==> config.mk <==
export PLATFORM = sky130hd
export DESIGN_NAME = tlp_class_arbiter
export DESIGN_NICKNAME = d
export VERILOG_FILES = /design/src/rtl/tlp_arb_pkg.sv /design/src/rtl/rr_grant4.sv /design/src/rtl/tlp_class_arbiter.sv
export SDC_FILE = /design/constraint.sdc
export NUM_CORES = 1
export LEC_CHECK = 0
export CORE_UTILIZATION = 34
export CTS_CLUSTER_DIAMETER = 200
export DETAILED_ROUTE_END_ITERATION = 10
export DONT_BUFFER_PORTS = 1
export GPL_ROUTABILITY_DRIVEN = 0
export HOLD_SLACK_MARGIN = 0.12
export PLACE_DENSITY = 0.48
export SYNTH_ARGS = -nofsm -noshare
export SYNTH_HDL_FRONTEND = slang
export SYNTH_SLANG_ARGS = --single-unit
==> constraint.sdc <==
create_clock -name clk -period 3.5 [get_ports clk]
set_input_delay 0.525 -clock clk [delete_from_list [all_inputs] [get_ports clk]]
set_output_delay 0.525 -clock clk [all_outputs]
set_load 0.005 [all_outputs]
==> src/rtl/tlp_arb_pkg.sv <==
// Shared constants for the TLP class arbiter: class count, index width, FSM encodings
// and the round-robin pointer reset value.
package tlp_arb_pkg;

  localparam int NUM_CLASSES = 4;
  localparam int CLS_W       = 2;

  localparam logic [0:0] ST_RUN  = 1'b0;
  localparam logic [0:0] ST_HALT = 1'b1;

  // Pointer parked on the last class so the first search after reset starts at class 0.
  localparam logic [CLS_W-1:0] RR_PTR_RST = 2'd3;

endpackage

==> src/rtl/rr_grant4.sv <==
// Four-way grant: searches upward from rr_ptr+1 with wrap and holds rr_ptr.
// ARB_STRICT_PRIO_EN freezes the pointer at 3, which turns the search into fixed 0>1>2>3.
module rr_grant4
  import tlp_arb_pkg::*;
(
  input  logic                   clk,
  input  logic                   reset,
  input  logic [NUM_CLASSES-1:0] elig,
  output logic [NUM_CLASSES-1:0] grant,
  output logic                   grant_valid,
  output logic [CLS_W-1:0]       grant_idx
);

`ifdef ARB_STRICT_PRIO_EN
  localparam logic PTR_ADVANCE = 1'b0;
`else
  localparam logic PTR_ADVANCE = 1'b1;
`endif

  logic [CLS_W-1:0] rr_ptr;

  always_comb begin
    logic [CLS_W-1:0] cand;
    cand        = '0;
    grant_valid = 1'b0;
    grant_idx   = '0;
    // k = NUM_CLASSES wraps back to rr_ptr itself, so it is checked last.
    for (int k = 1; k <= NUM_CLASSES; k++) begin
      cand = rr_ptr + CLS_W'(k);
      if (!grant_valid && elig[cand]) begin
        grant_valid = 1'b1;
        grant_idx   = cand;
      end
    end
    grant = grant_valid ? (NUM_CLASSES'(1) << grant_idx) : '0;
  end

  always_ff @(posedge clk) begin
    if (reset) begin
      rr_ptr <= RR_PTR_RST;
    end else if (PTR_ADVANCE && grant_valid) begin
      rr_ptr <= grant_idx;
    end
  end

endmodule

==> src/rtl/tlp_class_arbiter.sv <==
// Drains four class FIFOs into one downstream FIFO, tagging each word with its class.
// Build option ARB_STRICT_PRIO_EN (in rr_grant4) selects fixed priority instead of round-robin.
module tlp_class_arbiter
  import tlp_arb_pkg::*;
#(
  parameter int DATA_W = 4
) (
  input  logic                          clk,
  input  logic                          reset,
  input  logic [NUM_CLASSES-1:0]        in_empty,
  input  logic [NUM_CLASSES-1:0]        in_almost_empty,
  input  logic [NUM_CLASSES-1:0]        in_error,
  input  logic [NUM_CLASSES*DATA_W-1:0] in_data,
  output logic [NUM_CLASSES-1:0]        in_pop,
  input  logic                          out_full,
  input  logic                          out_almost_full,
  output logic                          out_push,
  output logic [DATA_W-1:0]             out_data,
  output logic [CLS_W-1:0]              out_class,
  output logic                          err
);

  logic [0:0]             state;
  logic [NUM_CLASSES-1:0] last_pop;
  logic [NUM_CLASSES-1:0] elig;
  logic [NUM_CLASSES-1:0] grant;
  logic                   grant_valid;
  logic [CLS_W-1:0]       grant_idx;
  logic                   pop_ok;
  logic                   v1;
  logic [CLS_W-1:0]       sel_q;

  assign pop_ok = (state == ST_RUN) && !out_full && !out_almost_full;

  // Upstream flags lag a pop by a cycle: a class popped last cycle that reports
  // almost_empty may already be drained, so it sits out this cycle.
  assign elig   = pop_ok ? (~in_empty & (~last_pop | ~in_almost_empty)) : '0;
  assign in_pop = grant;

  rr_grant4 u_grant (
    .clk         (clk),
    .reset       (reset),
    .elig        (elig),
    .grant       (grant),
    .grant_valid (grant_valid),
    .grant_idx   (grant_idx)
  );

  always_ff @(posedge clk) begin
    if (reset) begin
      state     <= ST_RUN;
      err       <= 1'b0;
      last_pop  <= '0;
      v1        <= 1'b0;
      sel_q     <= '0;
      out_push  <= 1'b0;
      out_data  <= '0;
      out_class <= '0;
    end else begin
      if (state == ST_RUN && |in_error) begin
        state <= ST_HALT;
      end
      err      <= err | (|in_error);
      last_pop <= in_pop;
      v1       <= grant_valid;
      if (grant_valid) begin
        sel_q <= grant_idx;
      end
      // Words already popped still complete the pipeline after a halt.
      out_push <= v1;
      if (v1) begin
        out_data  <= in_data[int'(sel_q)*DATA_W +: DATA_W];
        out_class <= sel_q;
      end
    end
  end

endmodule
---- Word level (Yosys, flattened, before mapping) ----
Cells that the tools add are included.
cells by class
  $add $sub $neg .......................... 3
  $mul .................................... 0
  divide/modulo/power cells ............... 0
  order comparisons ....................... 4
  equal/unequal tests ..................... 0
  shift-type cells ........................ 2
  muxes and demuxes ....................... 18
  bitwise logic cells ..................... 7
  reduce and logical (&&, ||, !) cells .... 12
operators with widths
  kind                                                                           number
  16-bit by 5-bit indexed part select with 4-bit output                          1
  2-bit by 3-bit less-than comparator with 1-bit output (second input constant)  4
  4-bit NOT                                                                      3
  1-bit binary-select mux with 2-bit select                                      4
  1-bit 2-to-1 mux                                                               8
  2-bit 2-to-1 mux                                                               4
  4-bit 2-to-1 mux                                                               2
  1-bit logical AND                                                              6
  1-bit zero test                                                                5
  2-bit adder (second input constant)                                            2
  4-bit AND                                                                      1
  4-bit OR                                                                       1
  4-bit OR reduction                                                             1
  1-bit by 2-bit left shift with 4-bit output (first input constant)             1
  2-bit by 1-bit adder with 2-bit output (second input constant)                 1
  1-bit NOT                                                                      1
  1-bit OR                                                                       1
storage, ports and cells
  bits in registers ....................... 18
  latch bits .............................. 0
  bits in writable memories ............... 0
  ROM bits ................................ 0
  input port bits ......................... 32
  word-level logic and storage cells ...... 55
  memories kept ........................... 0

---- Logic depth before layout (Yosys ltp) ----
  word-level depth ........................ 18
  gate-level depth with buffers ........... 5
  gate-level depth less buffers ........... 5

---- Hierarchy ----
Synthesis repeated with hierarchy kept, for this count alone.
unflattened totals
  cell total of the unflattened synthesis .. 86
  area, all modules ....................... 855.8 um^2
modules (own cells, without submodules)
  module             times used  cells an instance  area each (um^2)  sequential area each (um^2)
  tlp_class_arbiter  1           61                 670.6             320.3
  rr_grant4          1           25                 185.2             40.0

---- Worst setup path after synthesis ----
No wires, ideal clock.
  path type ............................... input port to output port
  start ................................... input port in_almost_empty[3]
  end ..................................... output port in_pop[2]
  arrival time ............................ 1420 ps
  path slack .............................. 1555 ps
  stages .................................. 5
  path buffers ............................ 0
  cells stage by stage .................... a21oi_2 -> nand2b_2 -> o21ai_2 -> a221o_1 -> nor2_1
between the ends
  cells in the longest elaborated chain, start to end .. 18
  elaborated cells on any way between the ends .. 28
ends and longest elaborated chain
  what                                         RTL line                 RTL
  from (decl)                                  tlp_class_arbiter.sv:11  input logic [NUM_CLASSES-1:0] in_almost_empty,
  4-bit NOT *                                  tlp_class_arbiter.sv:37  assign elig = pop_ok ? (~in_empty & (~last_pop | ~in_almost_empty)) : '0;
  4-bit OR *                                   tlp_class_arbiter.sv:37
  4-bit AND *                                  tlp_class_arbiter.sv:37
  4-bit 2-to-1 mux *                           tlp_class_arbiter.sv:37
  1-bit binary-select mux with 2-bit select    rr_grant4.sv:30          if (!grant_valid && elig[cand]) begin
  1-bit 2-to-1 mux (not written as such)       rr_grant4.sv:30
  1-bit 2-to-1 mux                             rr_grant4.sv:30
  1-bit zero test                              rr_grant4.sv:30
  [... 2 more ...]                             --
  1-bit zero test                              rr_grant4.sv:30
  1-bit logical AND                            rr_grant4.sv:30
  1-bit 2-to-1 mux                             rr_grant4.sv:30
  1-bit zero test                              rr_grant4.sv:30
  1-bit logical AND                            rr_grant4.sv:30
  2-bit 2-to-1 mux                             rr_grant4.sv:30
  1-bit by 2-bit left shift with 4-bit output  rr_grant4.sv:35          grant = grant_valid ? (NUM_CLASSES'(1) << grant_idx) : '0;
  4-bit 2-to-1 mux *                           rr_grant4.sv:35
  to (decl)                                    tlp_class_arbiter.sv:14  output logic [NUM_CLASSES-1:0] in_pop,
Mark *: on every way between the ends. The rest lies on a longest branch, timed or not. The select of a mux whose other input is x is not followed.

---- Worst setup path in the final report ----
  start ................................... register last_pop[1]
  end ..................................... output port in_pop[0]
between the ends
  cells in the longest elaborated chain, start to end .. 18
  elaborated cells on any way between the ends .. 28
ends and longest elaborated chain
  what                                         RTL line                 RTL
  from (decl)                                  tlp_class_arbiter.sv:24  logic [NUM_CLASSES-1:0] last_pop;
  from (signal assigned)                       tlp_class_arbiter.sv:64  last_pop <= in_pop;
  4-bit NOT *                                  tlp_class_arbiter.sv:37
  4-bit OR *                                   tlp_class_arbiter.sv:37
  4-bit AND *                                  tlp_class_arbiter.sv:37
  4-bit 2-to-1 mux *                           tlp_class_arbiter.sv:37
  1-bit binary-select mux with 2-bit select    rr_grant4.sv:30
  1-bit 2-to-1 mux (not written as such)       rr_grant4.sv:30
  1-bit 2-to-1 mux                             rr_grant4.sv:30
  1-bit zero test                              rr_grant4.sv:30
  [... 2 more ...]                             --
  1-bit zero test                              rr_grant4.sv:30
  1-bit logical AND                            rr_grant4.sv:30
  1-bit 2-to-1 mux                             rr_grant4.sv:30
  1-bit zero test                              rr_grant4.sv:30
  1-bit logical AND                            rr_grant4.sv:30
  2-bit 2-to-1 mux                             rr_grant4.sv:30
  1-bit by 2-bit left shift with 4-bit output  rr_grant4.sv:35
  4-bit 2-to-1 mux *                           rr_grant4.sv:35
Marks and branches as above.

==> impl_results.md <==
* Worst setup margin at 1.30 ns
* M3 GR Usage at 6.67%
* M1 GR Usage at 18.1%
* Detail Route Antenna Nets at 0
* Post-Synthesis Cells at 90
* Final min period at 2.20 ns
* Unrepaired setup endpoints after global routing: no
* Synth area leaders: dfxtp_1 42%, mux4_2 10%, nor2_1 7.4%, mux2i_1 6.9%, a21oi_1 3.5%
* Starting DRC count in detailed routing at 13
* Largest area contributor in the netlist: dfxtp_1
* Synth Net Count at roughly 120
* FF-to-FF End: u_grant.rr_ptr[0]
* Die Y at 52.4 um
* Final Skew at slightly above 0.007 ns
* Post-route insts no fill at 118
* Clk buf depth at 2
* Syn Area/Cell at 9.61 um^2
* Worst R2R Start: state
* Fillcell total at ~250
* Switching Share at 22.6%
* Initial Utilization at 37.6%
* Pwr dens at between 400 and 500 nW/um^2
* Vias in the first global route at 616
* Final Hold Fails at 0
* Worst-margin pin slew at 0.574 ns
* Ant. Diodes at 0
* # rows at 17
* Worst Setup SP: last_pop[1]
* M2 GR Usage at between 20% and 30%
* Die width at 52.4 um
* Switch Pwr at approximately 0.085 mW
* Via count at 664
* Die ar. at 2750 um^2
* Initial antenna violation count at 0
* GR Overflow Total at 0
* Worst-Skew Late Latency at 0.29 ns
* Final period util at 62.7%
* Hpwl dp at 1.37 mm
* Inst Count DP at 114
* Pre-CTS WS at 1.39 ns
* # DRC at 0
* Main flop type after synthesis: dfxtp_1
* Setup-failing EPs final at 0
* Fmax at 456 MHz
* CP arrival at around 1.7 ns
* Largest net degree at the start of global routing at 18
* DR pass1 iterations at 4
* Sequential area share after synthesis at 41.7%
* Ys async rst share at 0%
* Share of cells above drive strength 1 at between 10% and 20%
* Fin Setup TNS at 0 ns
* Area grow syn2layout at 6.37%
* Critical Path RT at 2.97 ns
* Routed wire length at 1.73 mm
* Total CTS buffers at 3
* Fin Hold WS at approximately 0.29 ns
* Leak Pwr at 0.313 nW
* Slew Limit Fails at 0
* Synth unique cells at 32
* Total track usage at 14.3%
* Result of the run: completed
* Commonest non-fill, non-tap cell in the layout: dfxtp_1
* Clk pin slew, worst setup/hold paths at approximately 0.1 ns
* Number of synthesized flops with an enable pin at 0
* CP Launch Type: register
* Clock group share of total power at 33.0%
* Post-CTS resize count at 0
* Most used routing layer: met2
* Synth Warn # at 0
* Worst Path Max Fanout at 4
* Seq pwr share at 57.7%
* Area of the mapped netlist at 865 um^2
* CP Capture Point: in_pop[0]
* Core area at 2300 um^2
* CP endpoint kind: output pin
* CTS tree: done
* Reg2reg setup slack at between 1.5 and 2 ns
* CTS Sinks at 18
* Setup Crit Path Kind: register to output pin
* Wire per inst at between 10 and 15 um
* Logic pwr share at 9.3%
* Flops & latches, synth at 18
* Hold-fix buffers, CTS at 0
* Clk root buf: clkbuf_4
* # IOs at 44
* Vias per std cell at around 5.6
* Most frequent cells in the layout: 18 x dfxtp_1, 17 x nor2_1, 6 x a21oi_1, 6 x mux2i_1, 5 x nand2_1
* Cells on worst reg2reg path at 4
* Port buffer count at 0
* Slew Limit Headroom at 61.3%
* Internal at 0.293 mW
* Nets@finish at 123
* Max-Cap Viols at 0
* Share of the synthesized area in the top cell type at 41.7%
* Htree depth at 1
* First-pass GRT wire length at 2.80 mm
* Min-delay worst type: input pin to register
* Post-CTS setup buffers at 0
* Maximum vdd drop at 322 uV
==> power groups by stage <==
| stage | logic, mW | registers (mW) | clock network (mW) |
|---|---|---|---|
| 6_report | 0.0351 | 0.219 | 0.125 |
| 5_1_grt | 0.0392 | 0.220 | 0.142 |
| 4_1_cts | 0.0354 | 0.219 | 0.133 |
| 3_5_place_dp | 0.0353 | 0.224 | 0 |
| 3_3_place_gp | 0.0351 | 0.224 | 0 |
| 2_1_floorplan | 0.0358 | 0.220 | 0 |
==> layer usage <==
layer / wire, um / part of all wire (%)
met5: 0 / 0
met1: 774 / 45
met2: 786 / 45
met4: 14 / 0.81
met3: 158 / 9.1
==> final cells by class <==
cell class / count / area (um^2) / area share [%]
multi-input cells: 67 / 484 / 52.7
flip-flops and latches: 18 / 360 / 39.2
clock buffers: 4 / 36.3 / 3.95
well taps: 28 / 35.0 / 3.81
inverters: 1 / 3.75 / 0.408
==> worst min-delay path by stage <==
stage                  end  depth (start not counted)  startpoint  slack, ns
5_1_grt        out_data[2]                          1       reset       0.26
6_report       last_pop[3]                          1       reset       0.29
2_1_floorplan          err                          2         err       0.46
4_1_cts        last_pop[3]                          1       reset       0.27
3_3_place_gp           err                          2         err       0.49
3_5_place_dp           err                          2         err       0.49
==> metrics by stage <==
stage                     utilization [%]  area [um^2]  power (mW)
final                                40.0          920       0.379
after global routing                 40.0          920       0.402
after CTS                            40.0          920       0.387
after detailed placement             38.5          883       0.259
after global placement               38.5          883       0.259
after floorplan                         -          865       0.255
==> worst max-delay path, stage by stage (launching register included) <==
cell	delay, ns
dfxtp_1	0.32
a21oi_1	0.29
nand2b_1	0.12
a211oi_1	0.39
or2_2	0.21
nor2_1	0.05
==> cells in the mapped netlist, types with 2 or more instances <==
master    count
nor2_1       17
mux2i_1       6
nor3_1        2
o21ai_0       2
a21oi_1       6
mux4_2        4
nand3_1       2
nand2_1       5
a21o_2        2
a211oi_1      2
dfxtp_1      18
clkbuf_1      3
o211ai_1      2
==> state kept, by name, indices dropped and copies added (netlist names) <==
register / cells
out_data: 4
sel_q: 2
v1: 1
err: 1
u_grant.rr_ptr: 2
out_class: 2
state: 1
out_push: 1
last_pop: 4
==> cells by family after synthesis <==
family	after synthesis	share of synthesized area [%]
AND/OR/NAND/NOR	36	20.7
AO/OA/AOI/OAI	21	17.9
flip-flops	18	41.7
multiplexers	10	17.4
buffers and inverters	5	2.31
(Power assumes the default switching activity.)
